--- src/rtl/eth_parser_pkg.sv ---
// -----------------------------------------------------------------------------
// eth_parser_pkg
// Shared types and constants for the Ethernet L2 header parser.
//   mac_addr_t      48-bit MAC address, most significant byte = first wire byte
//   ethertype_t     16-bit ethertype
//   eth_metadata_t  parsed header record presented by eth_header_pipeline
// -----------------------------------------------------------------------------
package eth_parser_pkg;

    typedef logic [47:0] mac_addr_t;
    typedef logic [15:0] ethertype_t;

    localparam ethertype_t ETYPE_IPV4 = 16'h0800;
    localparam ethertype_t ETYPE_IPV6 = 16'h86DD;
    localparam ethertype_t ETYPE_ARP  = 16'h0806;
    localparam ethertype_t ETYPE_VLAN = 16'h8100;

    localparam logic [4:0] L2_LEN_PLAIN = 5'd14;
    localparam logic [4:0] L2_LEN_VLAN  = 5'd18;

    typedef struct packed {
        mac_addr_t   dest_mac;
        mac_addr_t   src_mac;
        ethertype_t  ethertype;      // resolved (inner) ethertype
        logic        vlan_present;
        logic [11:0] vlan_id;
        logic [4:0]  l2_header_len;
        logic        is_ipv4;
        logic        is_ipv6;
        logic        is_arp;
        logic        is_unknown;
    } eth_metadata_t;

endpackage

--- src/rtl/eth_header_pipeline_hsr.sv ---
// -----------------------------------------------------------------------------
// header_shift_register
// Captures the first HDR_BYTES bytes of a frame from the beat stream.
// Ports:
//   clk, rst            clock, asynchronous active-high reset
//   frame_start_i       start-of-frame pulse (may coincide with beat 0)
//   frame_end_i         end-of-frame pulse
//   beat_accept_i       tdata_i carries an accepted beat
//   tdata_i             beat data, byte 0 in [7:0]
//   hdr_bytes_o         captured header, header byte n in [8n+7:8n]
//   hdr_done_o          all header beats of the current frame captured
//   frame_active_o      inside a frame (between frame_start and frame_end)
// -----------------------------------------------------------------------------
module header_shift_register #(
    parameter int TDATA_W   = 64,
    parameter int HDR_BYTES = 18
) (
    input  logic                   clk,
    input  logic                   rst,
    input  logic                   frame_start_i,
    input  logic                   frame_end_i,
    input  logic                   beat_accept_i,
    input  logic [TDATA_W-1:0]     tdata_i,
    output logic [HDR_BYTES*8-1:0] hdr_bytes_o,
    output logic                   hdr_done_o,
    output logic                   frame_active_o
);

    localparam int BPB       = TDATA_W / 8;
    localparam int NUM_BEATS = (HDR_BYTES + BPB - 1) / BPB;
    localparam int CNT_W     = (NUM_BEATS > 1) ? $clog2(NUM_BEATS + 1) : 1;

    logic [HDR_BYTES*8-1:0] hdr_q, hdr_d;
    logic [CNT_W-1:0]       cnt_q, cnt_d;
    logic                   done_q, done_d;
    logic                   active_q, active_d;
    logic                   take;
    logic [CNT_W-1:0]       idx;

    // A beat arriving with frame_start belongs to the new frame as beat 0,
    // otherwise beats count only while a frame is open and still short.
    assign take = beat_accept_i && (frame_start_i || (active_q && !done_q));
    assign idx  = frame_start_i ? '0 : cnt_q;

    always_comb begin
        hdr_d    = hdr_q;
        cnt_d    = cnt_q;
        done_d   = done_q;
        active_d = active_q;
        if (frame_start_i) begin
            active_d = 1'b1;
            done_d   = 1'b0;
            cnt_d    = '0;
        end else if (frame_end_i) begin
            active_d = 1'b0;
        end
        if (take) begin
            for (int b = 0; b < HDR_BYTES; b++) begin
                if (CNT_W'(b / BPB) == idx)
                    hdr_d[b*8 +: 8] = tdata_i[(b % BPB)*8 +: 8];
            end
            cnt_d = idx + 1'b1;
            if (idx == CNT_W'(NUM_BEATS - 1))
                done_d = 1'b1;
        end
    end

    always_ff @(posedge clk or posedge rst) begin
        if (rst) begin
            hdr_q    <= '0;
            cnt_q    <= '0;
            done_q   <= 1'b0;
            active_q <= 1'b0;
        end else begin
            hdr_q    <= hdr_d;
            cnt_q    <= cnt_d;
            done_q   <= done_d;
            active_q <= active_d;
        end
    end

    assign hdr_bytes_o    = hdr_q;
    assign hdr_done_o     = done_q;
    assign frame_active_o = active_q;

endmodule

--- src/rtl/eth_header_pipeline.sv ---
// -----------------------------------------------------------------------------
// eth_header_pipeline
// Captures the L2 header of each frame and presents a registered, classified
// metadata record one cycle after the last header beat is taken.
// Build option: define ETH_PARSER_VLAN_EN to resolve a single 802.1Q tag;
// without it 0x8100 is reported as an ordinary (unknown) ethertype.
// Ports:
//   clk, rst        clock, asynchronous active-high reset
//   frame_start     start-of-frame pulse
//   frame_end       end-of-frame pulse
//   beat_accept     axis_tdata carries an accepted beat
//   axis_tdata      beat data, earliest wire byte in [7:0]
//   metadata        parsed header record
//   metadata_valid  metadata belongs to the current frame
// -----------------------------------------------------------------------------
module eth_header_pipeline
    import eth_parser_pkg::*;
#(
    parameter int TDATA_W   = 64,
    parameter int HDR_BYTES = 18
) (
    input  logic               clk,
    input  logic               rst,
    input  logic               frame_start,
    input  logic               frame_end,
    input  logic               beat_accept,
    input  logic [TDATA_W-1:0] axis_tdata,
    output eth_metadata_t      metadata,
    output logic               metadata_valid
);

    logic [HDR_BYTES*8-1:0] hdr_bytes;
    logic                   hdr_done;
    logic                   frame_active;

    header_shift_register #(
        .TDATA_W   (TDATA_W),
        .HDR_BYTES (HDR_BYTES)
    ) u_hsr (
        .clk            (clk),
        .rst            (rst),
        .frame_start_i  (frame_start),
        .frame_end_i    (frame_end),
        .beat_accept_i  (beat_accept),
        .tdata_i        (axis_tdata),
        .hdr_bytes_o    (hdr_bytes),
        .hdr_done_o     (hdr_done),
        .frame_active_o (frame_active)
    );

    mac_addr_t     dmac, smac;
    ethertype_t    etype_raw, etype_inner, etype;
    logic [11:0]   vid;
    logic          vlan_hit;
    eth_metadata_t meta_d;

    // PCP/DEI bits of the tag are not reported.
    logic unused_tci_hi;
    assign unused_tci_hi = ^hdr_bytes[8*14+4 +: 4];

    always_comb begin
        dmac = '0;
        smac = '0;
        for (int i = 0; i < 6; i++) begin
            dmac[8*(5-i) +: 8] = hdr_bytes[8*i +: 8];
            smac[8*(5-i) +: 8] = hdr_bytes[8*(6+i) +: 8];
        end
        etype_raw   = {hdr_bytes[8*12 +: 8], hdr_bytes[8*13 +: 8]};
        etype_inner = {hdr_bytes[8*16 +: 8], hdr_bytes[8*17 +: 8]};
        vid         = {hdr_bytes[8*14 +: 4], hdr_bytes[8*15 +: 8]};
`ifdef ETH_PARSER_VLAN_EN
        vlan_hit = (etype_raw == ETYPE_VLAN);
`else
        vlan_hit = 1'b0;
`endif
        etype = vlan_hit ? etype_inner : etype_raw;

        meta_d               = '0;
        meta_d.dest_mac      = dmac;
        meta_d.src_mac       = smac;
        meta_d.ethertype     = etype;
        meta_d.vlan_present  = vlan_hit;
        meta_d.vlan_id       = vlan_hit ? vid : 12'd0;
        meta_d.l2_header_len = vlan_hit ? L2_LEN_VLAN : L2_LEN_PLAIN;
        meta_d.is_ipv4       = (etype == ETYPE_IPV4);
        meta_d.is_ipv6       = (etype == ETYPE_IPV6);
        meta_d.is_arp        = (etype == ETYPE_ARP);
        meta_d.is_unknown    = !(meta_d.is_ipv4 || meta_d.is_ipv6 || meta_d.is_arp);
    end

    // Capture once, on the cycle after hdr_done rises. A frame_end on or
    // before the capture edge leaves valid low (frame_active already clear,
    // or frame_end has priority below).
    logic          hdr_done_prev_q;
    logic          capture;
    eth_metadata_t metadata_q;
    logic          metadata_valid_q;

    assign capture = hdr_done && !hdr_done_prev_q && frame_active;

    always_ff @(posedge clk or posedge rst) begin
        if (rst) begin
            hdr_done_prev_q  <= 1'b0;
            metadata_q       <= '0;
            metadata_valid_q <= 1'b0;
        end else begin
            hdr_done_prev_q <= hdr_done;
            if (capture)
                metadata_q <= meta_d;
            if (frame_start || frame_end)
                metadata_valid_q <= 1'b0;
            else if (capture)
                metadata_valid_q <= 1'b1;
        end
    end

    assign metadata       = metadata_q;
    assign metadata_valid = metadata_valid_q;

endmodule

--- config.mk ---
export PLATFORM = sky130hd
export DESIGN_NAME = eth_header_pipeline
export DESIGN_NICKNAME = d
export VERILOG_FILES = /design/src/rtl/eth_parser_pkg.sv /design/src/rtl/eth_header_pipeline_hsr.sv /design/src/rtl/eth_header_pipeline.sv
export SDC_FILE = /design/constraint.sdc
export NUM_CORES = 1
export LEC_CHECK = 0
export CELL_PAD_IN_SITES_DETAIL_PLACEMENT = 1
export CELL_PAD_IN_SITES_GLOBAL_PLACEMENT = 2
export CORE_MARGIN = 1
export CORE_UTILIZATION = 25
export DETAILED_ROUTE_END_ITERATION = 10
export GPL_TIMING_DRIVEN = 0
export PLACE_DENSITY_LB_ADDON = 0.1
export SLEW_MARGIN = 40
export SYNTH_ARGS = -nofsm -noshare
export SYNTH_HDL_FRONTEND = slang
export SYNTH_SLANG_ARGS = --single-unit
--- constraint.sdc ---
create_clock -name clk -period 11.6 [get_ports clk]
set_input_delay 3.48 -clock clk [delete_from_list [all_inputs] [get_ports clk]]
set_output_delay 3.48 -clock clk [all_outputs]
set_load 0.05 [all_outputs]
### Word-level counts from Yosys, hierarchy flattened

Index checks and enable logic that the tools add are counted.

| storage, ports and cells | value |
|---|---|
| register bits | 235 |
| bits in latches | 0 |
| bits in writable memories | 0 |
| ROM bits | 0 |
| bits of input ports | 69 |
| output and inout bits | 135 |
| word-level logic and storage cells | 46 |
| memories | 0 |

| cells by class | value |
|---|---|
| $add $sub $neg | 1 |
| multipliers | 0 |
| div/mod/pow operators | 0 |
| $lt $le $gt $ge | 0 |
| eq/ne operators | 5 |
| shift-type cells | 0 |
| multiplexer cells | 9 |
| bitwise gates (word level) | 0 |
| reductions and logical operators | 16 |

Operators with widths:

| kind | number |
|---|---|
| 16-bit by 12-bit == test with 1-bit output (second input constant) | 2 |
| 16-bit == test (second input constant) | 1 |
| 1-bit 2-to-1 mux | 7 |
| 1-bit logical AND | 4 |
| 1-bit logical OR | 4 |
| 2-bit 2-to-1 mux | 2 |
| 2-bit AND reduction | 2 |
| 2-bit nonzero test | 2 |
| 1-bit logical NOT | 3 |
| 2-bit by 1-bit adder with 2-bit output (second input constant) | 1 |
| 1-bit by 2-bit == test with 1-bit output (first input constant) | 1 |
| 2-bit == test (second input constant) | 1 |
| 2-bit logical NOT | 1 |

### Depth between registers and ports, before layout

| logic depth | value |
|---|---|
| depth after elaboration | 5 |
| mapped depth | 7 |
| depth with buffers taken out | 5 |

### Hierarchy

From an unflattened synthesis, not the netlist that was laid out.

| unflattened totals | value |
|---|---|
| cells, all modules | 612 |
| area, all modules | 10864.2 um^2 |

By module, submodules not included:

| module | instances | cells an instance | area an instance (um^2) |
|---|---|---|---|
| header_shift_register | 1 | 324 | 5886.9 |
| eth_header_pipeline | 1 | 288 | 4977.3 |

### Worst setup path before layout

Ideal clock, no wire load.

| timing path | value |
|---|---|
| path type | input-to-reg |
| start | input port frame_start |
| end | register u_hsr.hdr_q[10], in the netlist u_hsr.hdr_bytes_o[10] |
| setup time | 125 ps |
| arrival | 4572 ps |
| required time | 11475 ps |
| path slack | 6903 ps |
| stages on the path | 5 |
| cell sequence | nand2b_1 > ha_1 > nand2_2 > clkbuf_8 > mux2_2 |

| on the way | value |
|---|---|
| longest elaborated chain between the ends | 3 |
| elaborated cells between the ends (all ways) | 5 |
| classes of those cells | 1 x mux; 4 x reduce/logical |

RTL lines:

| element | line | text |
|---|---|---|
| start: declaration | eth_header_pipeline.sv:24 | `input logic frame_start,` |
| 2-bit 2-to-1 mux or 1-bit logical OR (tied branches) | eth_header_pipeline_hsr.sv:43, eth_header_pipeline_hsr.sv:42 |  |
| 2-bit logical NOT or 1-bit logical AND (tied branches) | eth_header_pipeline_hsr.sv:59, eth_header_pipeline_hsr.sv:42 |  |
| 2-bit AND reduction (no source line) (*) | -- |  |
| end signal: assignment | eth_header_pipeline_hsr.sv:75 | `hdr_q <= hdr_d;` |
| end: declaration | eth_header_pipeline_hsr.sv:33 | `logic [HDR_BYTES*8-1:0] hdr_q, hdr_d;` |

Mark *: on every way between the ends. The rest lies on a longest branch, timed or not.
A chain may end at the register's enable or synchronous reset.

### Final worst setup path

| timing path | value |
|---|---|
| start | register, netlist name metadata[5] |
| end | output port metadata[7] (netlist bit) |

RTL lines:

| element | line | text |
|---|---|---|
| end: declaration | eth_header_pipeline.sv:28 | `output eth_metadata_t metadata,` |

No word-level cell between the ends.

==> impl_results.md <==
- P&R area growth vs syn: 39.3%
- Chip Height: slightly below 200 um
- Hold Slack: slightly below 0.5 ns
- HPWL Detailed: approximately 16000 um
- CTS tree: yes
- CP startpoint kind: flip-flop
- First-pass GRT wire length: 36600 um
- Largest net degree at the start of global routing: 78
- Critical path endpoint category: output port
- Clock-pin slew on the worst setup and hold paths: about 0.060 ns
- Synth Area in Simple Gates: 0.0180
- Synth Register Bits: ~240
- Reg2reg setup slack: just under 10 ns
- Final Setup Violations: 0
- Most common cell after layout, fill and taps aside: dfrtp_1
- Max Slew Vio Count: 0
- WP data required: 8.12 ns
- RSZ-0062 raised after global routing: false
- CP max-delay cell: clkdlybuf4s50_1
- Htree depth: 1
- Core Footprint: approximately 36000 um2
- WP buf/inv: 2
- Kind of critical path: reg2out
- Initial antenna violation count: 0
- R2R Path End: u_hsr.hdr_bytes_o[34]
- Hold Path Class: reg2reg
- Worst Reg-to-Reg Cells: 5
- Post-Route Skew: roughly 0.0076 ns
- Leakage: approximately 5.5 nW
- Place WS: ~5.9 ns
- Post-CTS Setup Bufs: 0
- TritonRoute pass-1 iters: 3
- Vias: 5312
- Mapped Cells: 549
- Die X: ~190 um
- Hold path depth: 0
- Congestion Overflow GR: 0
- DIE AREA: about 37000 um2
- Adder-Cell Fraction of Synth Area: 0.00414
- Hold path start: u_hsr.hdr_done_o
- Max incr delay on CP: 0.79 ns
- Fillcell total: 3662
- Hold endpoint: hdr_done_prev_q
- Peak Freq: between 150 and 200 MHz
- Xor and xnor fraction of the mapped netlist area: 0
- Initial Utilization: 0.255
- Most frequent cells in the layout: 235 x dfrtp_1, 219 x mux2_2, 188 x clkdlybuf4s50_1, 29 x clkbuf_16, 17 x buf_4
- Post-synth ARST share: 1.00
- Iteration-0 DRC Markers: 119
- Num ports: between 200 and 250
- Relative slew slack: 0.600
- Remaining DRCs: 0
- WL/cell: 18.2 um
- Worst r2r src: u_hsr.frame_active_o
- Yosys warnings: 0
- Setup TNS: 0 ns
- Main combinational cell family by area after synthesis: multiplexers
- Final nets: 856
- Root Buffer: clkbuf_16
- Num CTS Buffers: 28
- GRT Overall Usage: 0.128
- Mux contribution to synthesized area: 0.282
- Critical path arrival: 1.84 ns
- Sequential-to-total area share from yosys stat: 0.649
- Diodes inserted: 0
- Worst Path Max Fanout: 4
- Total power density per cell area: between 200 and 300 nW/um2
- Fin crit period: 5.32 ns
- Outcome: finished clean
- Period Utilization, post-route: 0.459
- Port buffer count: 188
- CP top delay family: buffers and inverters
- Vias/cell: roughly 4.2
- Post-CTS Resized: 0
- Number of global-route vias before repair: 6198
- Antenna-violating nets left: 0
- Syn Area/Cell: roughly 16 um2
- Max VDD drop: 0.141 mV
- Post-route setup slack: 6.28 ns
- Clk sinks: 235
- Clock Tree Buf Depth: 3
- Share of layout cells above drive strength 1: 0.398
- Final hold violations: 0
- Number of max-cap violations: 0
- Yosys cell types: 32
- Final core utilization: 0.355
- Measured slew at the worst slew-check pin: 0.598 ns
- Cells along the critical path: buf_4, clkdlybuf4s50_1
- Hold buffer count at cts: 0
- Dominant synthesized flop cell: dfrtp_1
- Post-Route WL: 23000 um
- Clk Latency, worst-skew pair: 0.54 ns
- FP Rows: 69
- Cell Area, Synth: 9060 um2
- Compound-cell area share of the yosys netlist: 0.00939
- Final GP Congestion: 0.709
- Post-synth EDFFs: 0
## kinds of logic (layout without fill, tap and decap cells)
group                      Yosys count  in the layout
and+or+nand+nor                     26             26
DFF                                235            235
AOI/OAI and AO/OA                   12             12
buffers and inverters               47            290
adders and majority gates            3              3
other                                1             15
muxes                              225            225
## synth_stat cells (2+ instances only)
master / number / area, um2
nor4_1: 2 / 12.5
nor3_1: 2 / 10.0
buf_4: 17 / 128
mux2_4: 6 / 90.1
dfrtp_1: 235 / 5880
ha_1: 3 / 37.5
nand2b_1: 3 / 18.8
mux2_2: 219 / 2470
o21ai_0: 4 / 20.0
nand4_1: 3 / 18.8
buf_2: 15 / 75.1
nand2_1: 5 / 18.8
o31ai_1: 3 / 22.5
nand2_2: 2 / 12.5
inv_1: 6 / 22.5
clkbuf_8: 2 / 27.5
buf_6: 7 / 78.8
## sequential cells by signal, summed over array words and instances (netlist names)
signal	cells
hdr_done_prev_q	1
u_hsr.cnt_q	2
u_hsr.frame_active_o	1
metadata	117
u_hsr.hdr_bytes_o	112
u_hsr.hdr_done_o	1
metadata_valid	1
## worst max path at each step
| stage | cells past startpoint | end | start | slack [ns] |
|---|---|---|---|---|
| after floorplan | 1 | hdr_done_prev_q | rst | 1.67 |
| after global placement | 2 | u_hsr.hdr_bytes_o[20] | rst | -1.16 |
| after detailed placement | 6 | u_hsr.hdr_bytes_o[16] | frame_start | 5.92 |
| after CTS | 2 | metadata[7] | metadata[5] | 6.23 |
| after global routing | 2 | metadata[7] | metadata[5] | 6.21 |
| final | 2 | metadata[7] | metadata[5] | 6.28 |
## metal layers
| layer | global-route usage | vias up | share of wire |
|---|---|---|---|
| li1 | - | 2371 | - |
| met1 | 0.160 | 2777 | 0.41 |
| met2 | 0.215 | 132 | 0.50 |
| met3 | 0.0411 | 32 | 0.078 |
| met4 | 0.0306 | 0 | 0.016 |
| met5 | 0 | - | 0 |
## metrics by stage
step / power (mW) / instance area [um2] / std cells
after floorplan: 2.33 / 9110 / 563
after global placement: 2.87 / 11600 / 1212
after detailed placement: 2.92 / 11700 / 1215
after CTS: 3.84 / 12600 / 1267
after global routing: 3.97 / 12600 / 1267
final: 3.77 / 12600 / 1267
## area by class of cell
type	count	area, um2	area share
tap	461	577	0.0457
timing repair buffer	191	1960	0.156
clock inverter	9	97.6	0.00774
clock buffer	43	858	0.0680
sequential	235	5880	0.466
buffer	41	309	0.0245
inverter	6	30.0	0.00238
multi-input combinational	281	2900	0.230
## report_power, final
| part | switching, mW | internal [mW] | leakage, nW |
|---|---|---|---|
| Combinational | 0.971 | 0.606 | 2.15 |
| Clock | 0.345 | 0.550 | 0.474 |
| Sequential | 0.176 | 1.13 | 2.85 |
(Power assumes the default switching activity.)
